===== src/rtl/twenty_bit_xor_descrambler.sv =====
// twenty_bit_xor_descrambler
//   Receive-side descrambler for the 20-bit XOR datapath. Each accepted
//   scrambled word is XORed with the current LFSR keystream word
//   (x^20 + x^17 + 1). The LFSR then advances once. A single registered
//   output stage with valid/ready absorbs downstream backpressure.
//
//   Optional build macro: XOR_DESCR_PARITY_EN
//     Adds in_parity / parity_err. Even parity is checked over the scrambled
//     word plus its parity bit. The flag travels with the output word.
module twenty_bit_xor_descrambler #(
  parameter int unsigned           WIDTH = 20,
  parameter logic [WIDTH-1:0]      SEED  = 20'h5A5A5,
  parameter int unsigned           CNT_W = 16
) (
  input  logic             clk,
  input  logic             rst,
  input  logic             seed_load,
  input  logic [WIDTH-1:0] seed,
  input  logic             in_valid,
  output logic             in_ready,
  input  logic [WIDTH-1:0] in_data,
`ifdef XOR_DESCR_PARITY_EN
  input  logic             in_parity,
  output logic             parity_err,
`endif
  output logic             out_valid,
  input  logic             out_ready,
  output logic [WIDTH-1:0] out_data,
  output logic [WIDTH-1:0] key,
  output logic [CNT_W-1:0] word_cnt
);

  typedef enum logic {
    EMPTY = 1'b0,
    FULL  = 1'b1
  } stage_t;

  stage_t           state;
  logic [WIDTH-1:0] lfsr;
  logic [WIDTH-1:0] lfsr_next;
  logic [WIDTH-1:0] seed_eff;
  logic             accept;

  // Handshake: the stage can take a word when empty or draining this cycle;
  // a seed load blocks acceptance for that cycle.
  always_comb begin
    in_ready = !seed_load && (!out_valid || out_ready);
    accept   = in_valid && in_ready;
  end

  // Keystream step and zero-seed substitution (an all-zero LFSR would lock up).
  always_comb begin
    lfsr_next = {lfsr[18:0], lfsr[19] ^ lfsr[16]};
    seed_eff  = (seed == '0) ? SEED : seed;
  end

  assign key = lfsr;

  // LFSR and accepted-word counter; seed_load restarts both.
  always_ff @(posedge clk or posedge rst) begin
    if (rst) begin
      lfsr     <= SEED;
      word_cnt <= '0;
    end else if (seed_load) begin
      lfsr     <= seed_eff;
      word_cnt <= '0;
    end else if (accept) begin
      lfsr     <= lfsr_next;
      word_cnt <= word_cnt + 1'b1;
    end
  end

  // Output stage FSM (EMPTY/FULL) with registered valid, data and parity flag.
  always_ff @(posedge clk or posedge rst) begin
    if (rst) begin
      state      <= EMPTY;
      out_valid  <= 1'b0;
      out_data   <= '0;
`ifdef XOR_DESCR_PARITY_EN
      parity_err <= 1'b0;
`endif
    end else if (seed_load) begin
      state      <= EMPTY;
      out_valid  <= 1'b0;
`ifdef XOR_DESCR_PARITY_EN
      parity_err <= 1'b0;
`endif
    end else begin
      case (state)
        EMPTY: begin
          if (accept) begin
            state      <= FULL;
            out_valid  <= 1'b1;
            out_data   <= in_data ^ lfsr;
`ifdef XOR_DESCR_PARITY_EN
            parity_err <= (^in_data) ^ in_parity;
`endif
          end
        end
        FULL: begin
          if (accept) begin
            state      <= FULL;
            out_valid  <= 1'b1;
            out_data   <= in_data ^ lfsr;
`ifdef XOR_DESCR_PARITY_EN
            parity_err <= (^in_data) ^ in_parity;
`endif
          end else if (out_ready) begin
            state      <= EMPTY;
            out_valid  <= 1'b0;
`ifdef XOR_DESCR_PARITY_EN
            parity_err <= 1'b0;
`endif
          end
        end
        default: begin
          state     <= EMPTY;
          out_valid <= 1'b0;
        end
      endcase
    end
  end

endmodule


===== config.mk =====
export PLATFORM = sky130hd
export DESIGN_NAME = twenty_bit_xor_descrambler
export DESIGN_NICKNAME = d
export VERILOG_FILES = /design/src/rtl/twenty_bit_xor_descrambler.sv
export SDC_FILE = /design/constraint.sdc
export NUM_CORES = 1
export LEC_CHECK = 0
export CORE_ASPECT_RATIO = 0.7
export CORE_MARGIN = 2
export CORE_UTILIZATION = 45
export DETAILED_ROUTE_END_ITERATION = 6
export PLACE_DENSITY = 0.81
export SYNTH_ARGS = -nofsm -noshare
export SYNTH_HDL_FRONTEND = slang
export SYNTH_SLANG_ARGS = --single-unit

===== constraint.sdc =====
create_clock -name clk -period 3.5 [get_ports clk]
set_input_delay 0.35 -clock clk [delete_from_list [all_inputs] [get_ports clk]]
set_output_delay 0.35 -clock clk [all_outputs]
set_load 0.02 [all_outputs]

==> results of run 1 <==
## cell usage after synthesis (all sizes together)
cell type,number
nor4,5
dlymetal6s2s,1
ha,1
nor2,18
nand2b,2
or4,4
inv,3
o21ai,26
xnor2,24
nand4,3
nor4b,2
or3,6
a22oi,12
a21oi,7
or2b,1
and4,2
dfstp,10
nand2,46
o41ai,2
nor3,9
o31ai,2
nor2b,2
buf,4
o22ai,7
xor2,3
clkbuf,13
nand3,16
o311ai,2
dfrtp,48
o211ai,1
## metal layers
metal,share of wire,up-vias,track usage
met1,0.46,1234,0.327
met5,0,-,0
met3,0.069,14,0.0917
met4,0.014,0,0.0617
li1,-,1190,-
met2,0.45,95,0.353
## layout make-up
class	count	area, um2	area share
tap	75	93.8	0.0237
multi-input combinational	203	1160	0.294
clock inverter	5	30.0	0.00759
timing repair buffer	106	1050	0.266
sequential	58	1460	0.370
inverter	3	11.3	0.00285
clock buffer	11	141	0.0358
## tightest hold or removal path: cells and delay by family, from the launching register on
kind	cells	cell delay (ps)
flops	1	340
compound gates	1	60
simple gates	1	40
## how the worst max path moves through the flow
stage	start	end	depth (start not counted)
after floorplan	word_cnt[0]	word_cnt[14]	6
after global placement	seed_load	word_cnt[13]	5
after detailed placement	seed_load	word_cnt[13]	5
after CTS	out_ready	in_ready	4
after global routing	out_ready	in_ready	4
final	out_ready	in_ready	4
## through the flow
| stage | instances | util | instance area, um2 |
|---|---|---|---|
| finish | 461 | 0.680 | 3950 |
| global route | 461 | 0.680 | 3950 |
| CTS | 461 | 0.680 | 3950 |
| detailed placement | 445 | 0.651 | 3780 |
| global placement | 445 | 0.651 | 3780 |
| floorplan | 282 | - | 2740 |
## sequential cells by signal, indices dropped and copies added, names as in the netlist
name and cells:
word_cnt 16, key 20, state 1, out_data 20, out_valid 1
## cells in the final DEF, fill, tap and decap left out, drive strengths merged, types with 9 or more instances in the layout
cell type,n
clkdlybuf4s50,102
dfrtp,48
nand2,46
o21ai,26
xnor2,24
nor2,18
nand3,16
a22oi,12
clkbuf,11
dfstp,10
nor3,9
## logic make-up (layout without fill, tap and decap cells)
logic type / count (synthesis) / after routing / synth area share
AOI/OAI and AO/OA: 59 / 59 / 0.130
xor gates and xnor gates: 27 / 27 / 0.0863
adders and majority gates: 1 / 1 / 0.00457
buffers and inverters: 21 / 125 / 0.0416
DFF: 58 / 58 / 0.534
and+or+nand+nor: 116 / 116 / 0.203
## power groups by stage
stage               clock, W  combinational (W)  sequential, W
global route        0.000592           0.000517       0.000845
floorplan                  0           0.000136       0.000928
detailed placement         0           0.000481       0.000842
CTS                 0.000552           0.000485       0.000832
finish              0.000539           0.000480       0.000833
global placement           0           0.000472       0.000838
==> impl_metrics.json, run 1 <==
{
  "track_usage": 0.237,
  "fin_crit_sh": 0.642,
  "die_area_um2": 6740,
  "cts.sinks": 58,
  "root_buffer": "clkbuf_8",
  "yosys_warnings": 0,
  "drv_cap": 0,
  "min_period_ps": 2250,
  "via_per_inst": 5.49,
  "power_frac_seq": 0.450,
  "hold_path_end": "out_data[7]",
  "cp_cell_sequence": "clkdlybuf4s50_1 -> nor2b_1 -> nor2_1 -> clkdlybuf4s50_1",
  "drt_drc_violations_left": 0,
  "outcome": "finished clean",
  "ff2ff_setup_slack_ps": 1500,
  "power_w": 0.00185,
  "rr_endpoint": "word_cnt[14]",
  "startpoint_type": "primary input",
  "fin_tns_setup_ps": 0,
  "syn_avg_cell_area_um2": 9.72,
  "setup_violations": 0,
  "syn_area_um2": 2740,
  "htreeDepth": 3,
  "syn-num-nets": 328,
  "drt-pass1-iter-count": 4,
  "dp_hpwl_um": 5190,
  "cp_slowest_cell": "clkdlybuf4s50_1",
  "r2r-start": "word_cnt[0]",
  "critPathMaxStageDelay_ps": 550,
  "cts_resized": 0,
  "power.leakage_nw": 1.57,
  "hold_ws_ps": 477,
  "drt-initial-drc-count": 172,
  "synth_area_leaders": "dfrtp_1 (44%), dfstp_2 (9.6%), xnor2_1 (7.7%), nand2_1 (6.3%), o21ai_0 (4.7%)",
  "cpMostUsedCell": "clkdlybuf4s50_1",
  "grt_pass1_vias": 2490,
  "core_area_um2": 5810,
  "cts.clk_slew.worst_paths_ps": 70,
  "ctsHoldBuffers": 0,
  "crit_fanout": 8,
  "crit_path_end_kind": "output pin",
  "grt_pass1_wl_um": 12800,
  "cts_tree": "yes",
  "rows": 23,
  "die_x_um": 97.3,
  "yosysUniqueCellTypes": 33,
  "io_pins": 103,
  "synth_top_area_share": 0.438,
  "crit_family": "buffers and inverters",
  "power.switching_w": 0.000575,
  "slew-limit-headroom": 0.319,
  "synthCells": 282,
  "fmax_mhz": 445,
  "synth_area_leader_cell": "dfrtp_1",
  "place.gp.congestion": 0.818,
  "finClkSkew_ps": 5.19,
  "start_util": 0.471,
  "hold_depth": 2,
  "rr_worst_depth": 5,
  "cp_num_buf_inv": 2,
  "finalWirelength_um": 7580,
  "crit_arrival_ps": 1900,
  "clockBufferDepth": 2,
  "grt_max_degree": 51,
  "cts_made_buffers": 9,
  "layout_setup_ws_ps": 1250,
  "num_antenna_cells": 0,
  "nets": 427,
  "final_layout_size_suffix_gt1_frac": 0.0829,
  "via_count": 2533,
  "grt-ovfl-total": 0,
  "tightest_slew_ps": 1020,
  "switching_share": 0.311,
  "ir_drop_v": 0.000272,
  "cts_setup_buffers": 0,
  "dieHeight_um": 69.3,
  "p_int_w": 0.00128,
  "nFillCells": 450,
  "portBuffers": 102,
  "hold_violations": 0,
  "combPwrFrac": 0.259,
  "clock_latency_ps": 340,
  "ys_seq_area_frac": 0.534,
  "crit_required_ps": 3150,
  "synthToLayoutAreaGrowth_pct": 44.3,
  "p_per_area_nw_per_um2": 468,
  "ant_nets": 0,
  "clkPwrFrac": 0.291,
  "synth.ff_latch_count": 58,
  "rsz0062_at_grt": "false",
  "antenna_found_initial": 0,
  "wire_per_inst_um": 16.4,
  "dpl_worst_slack_ps": 986,
  "worstSetupPathType": "in -> out",
  "hold_class": "reg -> reg",
  "min_from": "out_data[7]",
  "slew_viol_final": 0
}
Power figures use the tool's default switching activity.
==> run 2, diff against run 1 <==
--- a/config.mk
+++ b/config.mk
@@ -7,9 +7,9 @@
 export LEC_CHECK = 0
 export CORE_ASPECT_RATIO = 0.7
 export CORE_MARGIN = 2
-export CORE_UTILIZATION = 45
+export CORE_UTILIZATION = 44
 export DETAILED_ROUTE_END_ITERATION = 6
-export PLACE_DENSITY = 0.81
+export PLACE_DENSITY = 0.8
 export SYNTH_ARGS = -nofsm -noshare
 export SYNTH_HDL_FRONTEND = slang
 export SYNTH_SLANG_ARGS = --single-unit
==> constraint.sdc (replaced) <==
create_clock -name clk -period 2.4 [get_ports clk]
set_input_delay 0.24 -clock clk [delete_from_list [all_inputs] [get_ports clk]]
set_output_delay 0.24 -clock clk [all_outputs]
set_load 0.02 [all_outputs]
==> run 2 against run 1 <==
Against the previous run:
- total power up 58%
- largest cell class unchanged
- critical endpoint unchanged
- sequential power up 45%
- sequential share of layout area down 0.81 points
- largest power group unchanged
==> impl_metrics.json, run 2 (same netlist as run 1, synthesis figures left out) <==
{
  "outcome": "finished clean",
  "grt_max_degree": 30,
  "cts_resized": 0,
  "io_pins": 103,
  "crit_fanout": 8,
  "crit_arrival_ps": 1850,
  "fin_crit_sh": 0.869,
  "tightest_slew_ps": 555,
  "worstSetupPathType": "reg -> out",
  "start_util": 0.447,
  "cts_made_buffers": 9,
  "ctsHoldBuffers": 0,
  "die_x_um": 98.3,
  "track_usage": 0.228,
  "via_per_inst": 5.38,
  "slew_viol_final": 0,
  "place.gp.congestion": 0.788,
  "grt-ovfl-total": 0,
  "hold_violations": 0,
  "wire_per_inst_um": 15.9,
  "startpoint_type": "flip-flop",
  "power.leakage_nw": 1.62,
  "min_period_ps": 2090,
  "num_antenna_cells": 0,
  "finalWirelength_um": 7440,
  "fin_cells": 469,
  "hold_ws_ps": 276,
  "dieHeight_um": 70.0,
  "ant_nets": 0,
  "placedCellCount": 453,
  "core_area_um2": 6130,
  "root_buffer": "clkbuf_8",
  "nFillCells": 528,
  "drt-initial-drc-count": 158,
  "htreeDepth": 3,
  "drt_drc_violations_left": 0,
  "nets": 432,
  "crit_path_end_kind": "output pin",
  "rows": 24,
  "drt-pass1-iter-count": 4,
  "fmax_mhz": 479,
  "cts.clk_slew.worst_paths_ps": 70,
  "crit_required_ps": 2160,
  "rsz0062_at_grt": "false",
  "finClkSkew_ps": 7.55,
  "slew-limit-headroom": 0.630,
  "final_common_cell": "clkdlybuf4s50_1",
  "mostFrequentLayoutCells": "clkdlybuf4s50_1 (102), dfrtp_1 (48), nand2_1 (46)",
  "final_layout_size_suffix_gt1_frac": 0.0946,
  "clockBufferDepth": 2,
  "fin_tns_setup_ps": 0,
  "setup_violations": 0,
  "via_count": 2521,
  "die_area_um2": 6880,
  "cts_setup_buffers": 0,
  "portBuffers": 102,
  "grt_pass1_vias": 2508,
  "cts_tree": "yes",
  "ir_drop_v": 0.000471,
  "clock_latency_ps": 350,
  "grt_pass1_wl_um": 12300,
  "drv_cap": 0,
  "cts.sinks": 58,
  "p_per_area_nw_per_um2": 723,
  "cp-startpoint": "out_valid",
  "synthToLayoutAreaGrowth_pct": 47.5,
  "r2r-start": "word_cnt[1]",
  "hold_class": "in -> async",
  "dp_hpwl_um": 5350,
  "antenna_found_initial": 0
}
==> run 2: changes by cell type in the layout (fill, tap and decap cells not counted) <==
cell,change
clkinvlp_4,-1
bufinv_16,+2
clkinv_2,-1
buf_4,+5
==> run 2: layout make-up <==
cell class              instances  area, um2  share of cell area
inverters                       3       11.3             0.00279
well taps                      78       97.6              0.0241
multi-input cells             203       1160               0.288
clock buffers                  11        141              0.0350
repair buffers                111       1090               0.269
clock inverters                 5       77.6              0.0192
flip-flops and latches         58       1460               0.362
==> run 2: per-stage QoR <==
step | power (W) | utilization | area, um2 | setup slack (ps)
floorplan | 0.00155 | - | 2740 | 460
global placement | 0.00192 | 0.624 | 3820 | 296
finish | 0.00292 | 0.660 | 4040 | 314
detailed placement | 0.00194 | 0.624 | 3820 | 264
global route | 0.00307 | 0.660 | 4040 | 226
CTS | 0.00294 | 0.660 | 4040 | 314
==> run 2: final timing paths <==
kind                       slack (ps)  cells after the start            to
min in group clk                  480                      2   out_data[8]
max reg2reg                       450                      5  word_cnt[14]
min                               280                      2  word_cnt[15]
min reg2reg                       480                      2   out_data[8]
max in group asynchronous        1470                      3        key[2]
max                               310                      3      in_ready
==> run 2: metal layers <==
metal  up-vias  wire length (um)  global-route usage
met5         -                 0                   0
met4         0                74              0.0548
met3         9               509              0.0891
met2        90              3430               0.354
met1      1220              3430               0.304
li1       1202                 -                   -
==> run 2: power breakdown <==
group          total [W]  leakage [nW]  switching [W]  internal, W
clock            0.00101         0.109       0.000396     0.000609
sequential       0.00121         0.717       0.000100      0.00111
combinational   0.000707         0.795       0.000345     0.000362
total            0.00292          1.62       0.000842      0.00208
==> run 2: worst max-delay path, cell delays in order (launching register included) <==
cell and delay [ps]:
dfrtp_1 390, nor2b_1 460, nor2_1 100, clkdlybuf4s50_1 560
==> variant (flow settings as in run 1) <==
Build with the macro `XOR_DESCR_PARITY_EN` defined.
--- a/src/rtl/twenty_bit_xor_descrambler.sv
+++ b/src/rtl/twenty_bit_xor_descrambler.sv
@@ -8,4 +8,6 @@
 //     Adds in_parity / parity_err. Even parity is checked over the scrambled
 //     word plus its parity bit. The flag travels with the output word.
+`define XOR_DESCR_PARITY_EN
+
 module twenty_bit_xor_descrambler #(
   parameter int unsigned           WIDTH = 20,
Interface: changed (added in_parity and parity_err); port bits go from 103 to 105. The function was not compared with the original's and may differ.
==> variant against run 1 <==
Count of clock-buffer cells in the layout did not move; sequential cell count rose by 1; total power rose by 6.7%; clock power barely moved; hold slack got worse by 0.050 ns; sequential power rose by 3.2%; die area rose by 8.1%; routed wire length rose by 5.1%; design area rose by 7.7%; synthesized area rose by 8.5%; worst setup slack improved by 0.13 ns.
==> variant: results <==
{
  "gp_congestion": 0.849,
  "drive_gt1_frac": 0.109,
  "grt_pass1_wl_mm": 12.7,
  "cp.arrival_ns": 1.77,
  "powerSeq_w": 0.000860,
  "outcome": "finished clean",
  "cp_max_fo": 10,
  "clkCellAreaFrac": 0.0400,
  "synth_common_cells": "nand2_1, dfrtp_1, xnor2_1",
  "cts_resized": 0,
  "hpwlAfterDp_mm": 5.95,
  "p_leak_nw": 1.74,
  "fillers": 468,
  "synthArstFlopShare": 1.00,
  "ys_dominant_reg_cell": "dfrtp_1",
  "cts_sinks": 59,
  "buf_share": 0.253,
  "grt_max_degree": 50,
  "inverters_excl_clock": 6,
  "drt_iter0_markers": 187,
  "multi_input_gates": 213,
  "peakVddDrop_mv": 0.226,
  "clock-skew-final_ns": 0.00597,
  "rows": 24,
  "num-nonclk-buffers": 109,
  "firstDrtPassIters": 4,
  "nClkBuffers": 11,
  "path_clk_slew_ns": 0.07,
  "p_switching_w": 0.000626,
  "ys_seq_area_frac": 0.501,
  "pg_clk_w": 0.000541,
  "syn_nets": 340,
  "power_density_mw_per_mm2": 464,
  "final-seq-area_mm2": 0.00149,
  "cts_buffers": 9,
  "clock-root-buffer": "clkbuf_8",
  "min_path_type": "in -> async",
  "nNetsFinal": 445,
  "grt_pass1_vias": 2530,
  "wl_mm": 7.96,
  "post-cts-setup-buffers": 0,
  "portBuffers": 104,
  "slew_headroom": 0.448,
  "via_per_inst": 5.43,
  "preCtsSetupSlack_ns": 1.05,
  "clockBufferDepth": 2,
  "ys_top_cells_by_area": "dfrtp_1, xnor2_1, dfstp_2, nand2_1, o21ai_0",
  "multiInputGateArea_mm2": 0.00140,
  "track_usage": 0.226,
  "postRouteAntennaNets": 0
}
## variant: cell count changes after synthesis, sizes merged, moves of 5 or more
cell,before,now
xnor2,24,37
nand3,16,8
o221a,0,7
o22ai,7,0
nand2,46,52
mux2i,0,5
## variant: routing by layer
layer / track usage / share of wire / up-vias
li1: - / - / 1231
met1: 0.321 / 0.46 / 1260
met2: 0.341 / 0.46 / 113
met3: 0.0674 / 0.067 / 8
met4: 0.0646 / 0.011 / 0
met5: 0 / 0 / -
## variant: worst paths after layout
path                                           from                       end  slack, ns  cells past startpoint
max                                       seed_load                  in_ready       1.38                      3
min                                             rst   out_data[4]$_DFFE_PP0P_       0.43                      2
max reg2reg                 word_cnt[4]$_DFFE_PP0P_  word_cnt[14]$_DFFE_PP0P_       1.49                      5
min reg2reg                out_data[16]$_DFFE_PP0P_  out_data[16]$_DFFE_PP0P_       0.48                      2
max in group asynchronous                       rst       key[16]$_DFFE_PP1P_       2.21                      3
min in group clk           out_data[16]$_DFFE_PP0P_  out_data[16]$_DFFE_PP0P_       0.48                      2
## variant: kinds of logic after synthesis
group,Yosys count,synth area share
adders and majority gates,1,0.00421
buffers and inverters,21,0.0311
and+or+nand+nor,106,0.173
xor gates and xnor gates,45,0.151
muxes,5,0.0168
DFF,59,0.501
AOI/OAI and AO/OA,56,0.123
## variant: through the flow
stage | cell area, um2 | utilization | hold WS [ns] | instances
2_1_floorplan | 2970 | - | 0.477 | 293
3_5_place_dp | 4090 | 0.648 | 0.474 | 465
5_1_grt | 4260 | 0.675 | 0.479 | 481
4_1_cts | 4260 | 0.675 | 0.445 | 481
6_report | 4260 | 0.675 | 0.428 | 481
3_3_place_gp | 4090 | 0.648 | 0.461 | 465
## variant: critical path: stages
cell and delay, ns:
clkdlybuf4s50_1 0.59, nor2_1 0.20, clkdlybuf4s50_1 0.62
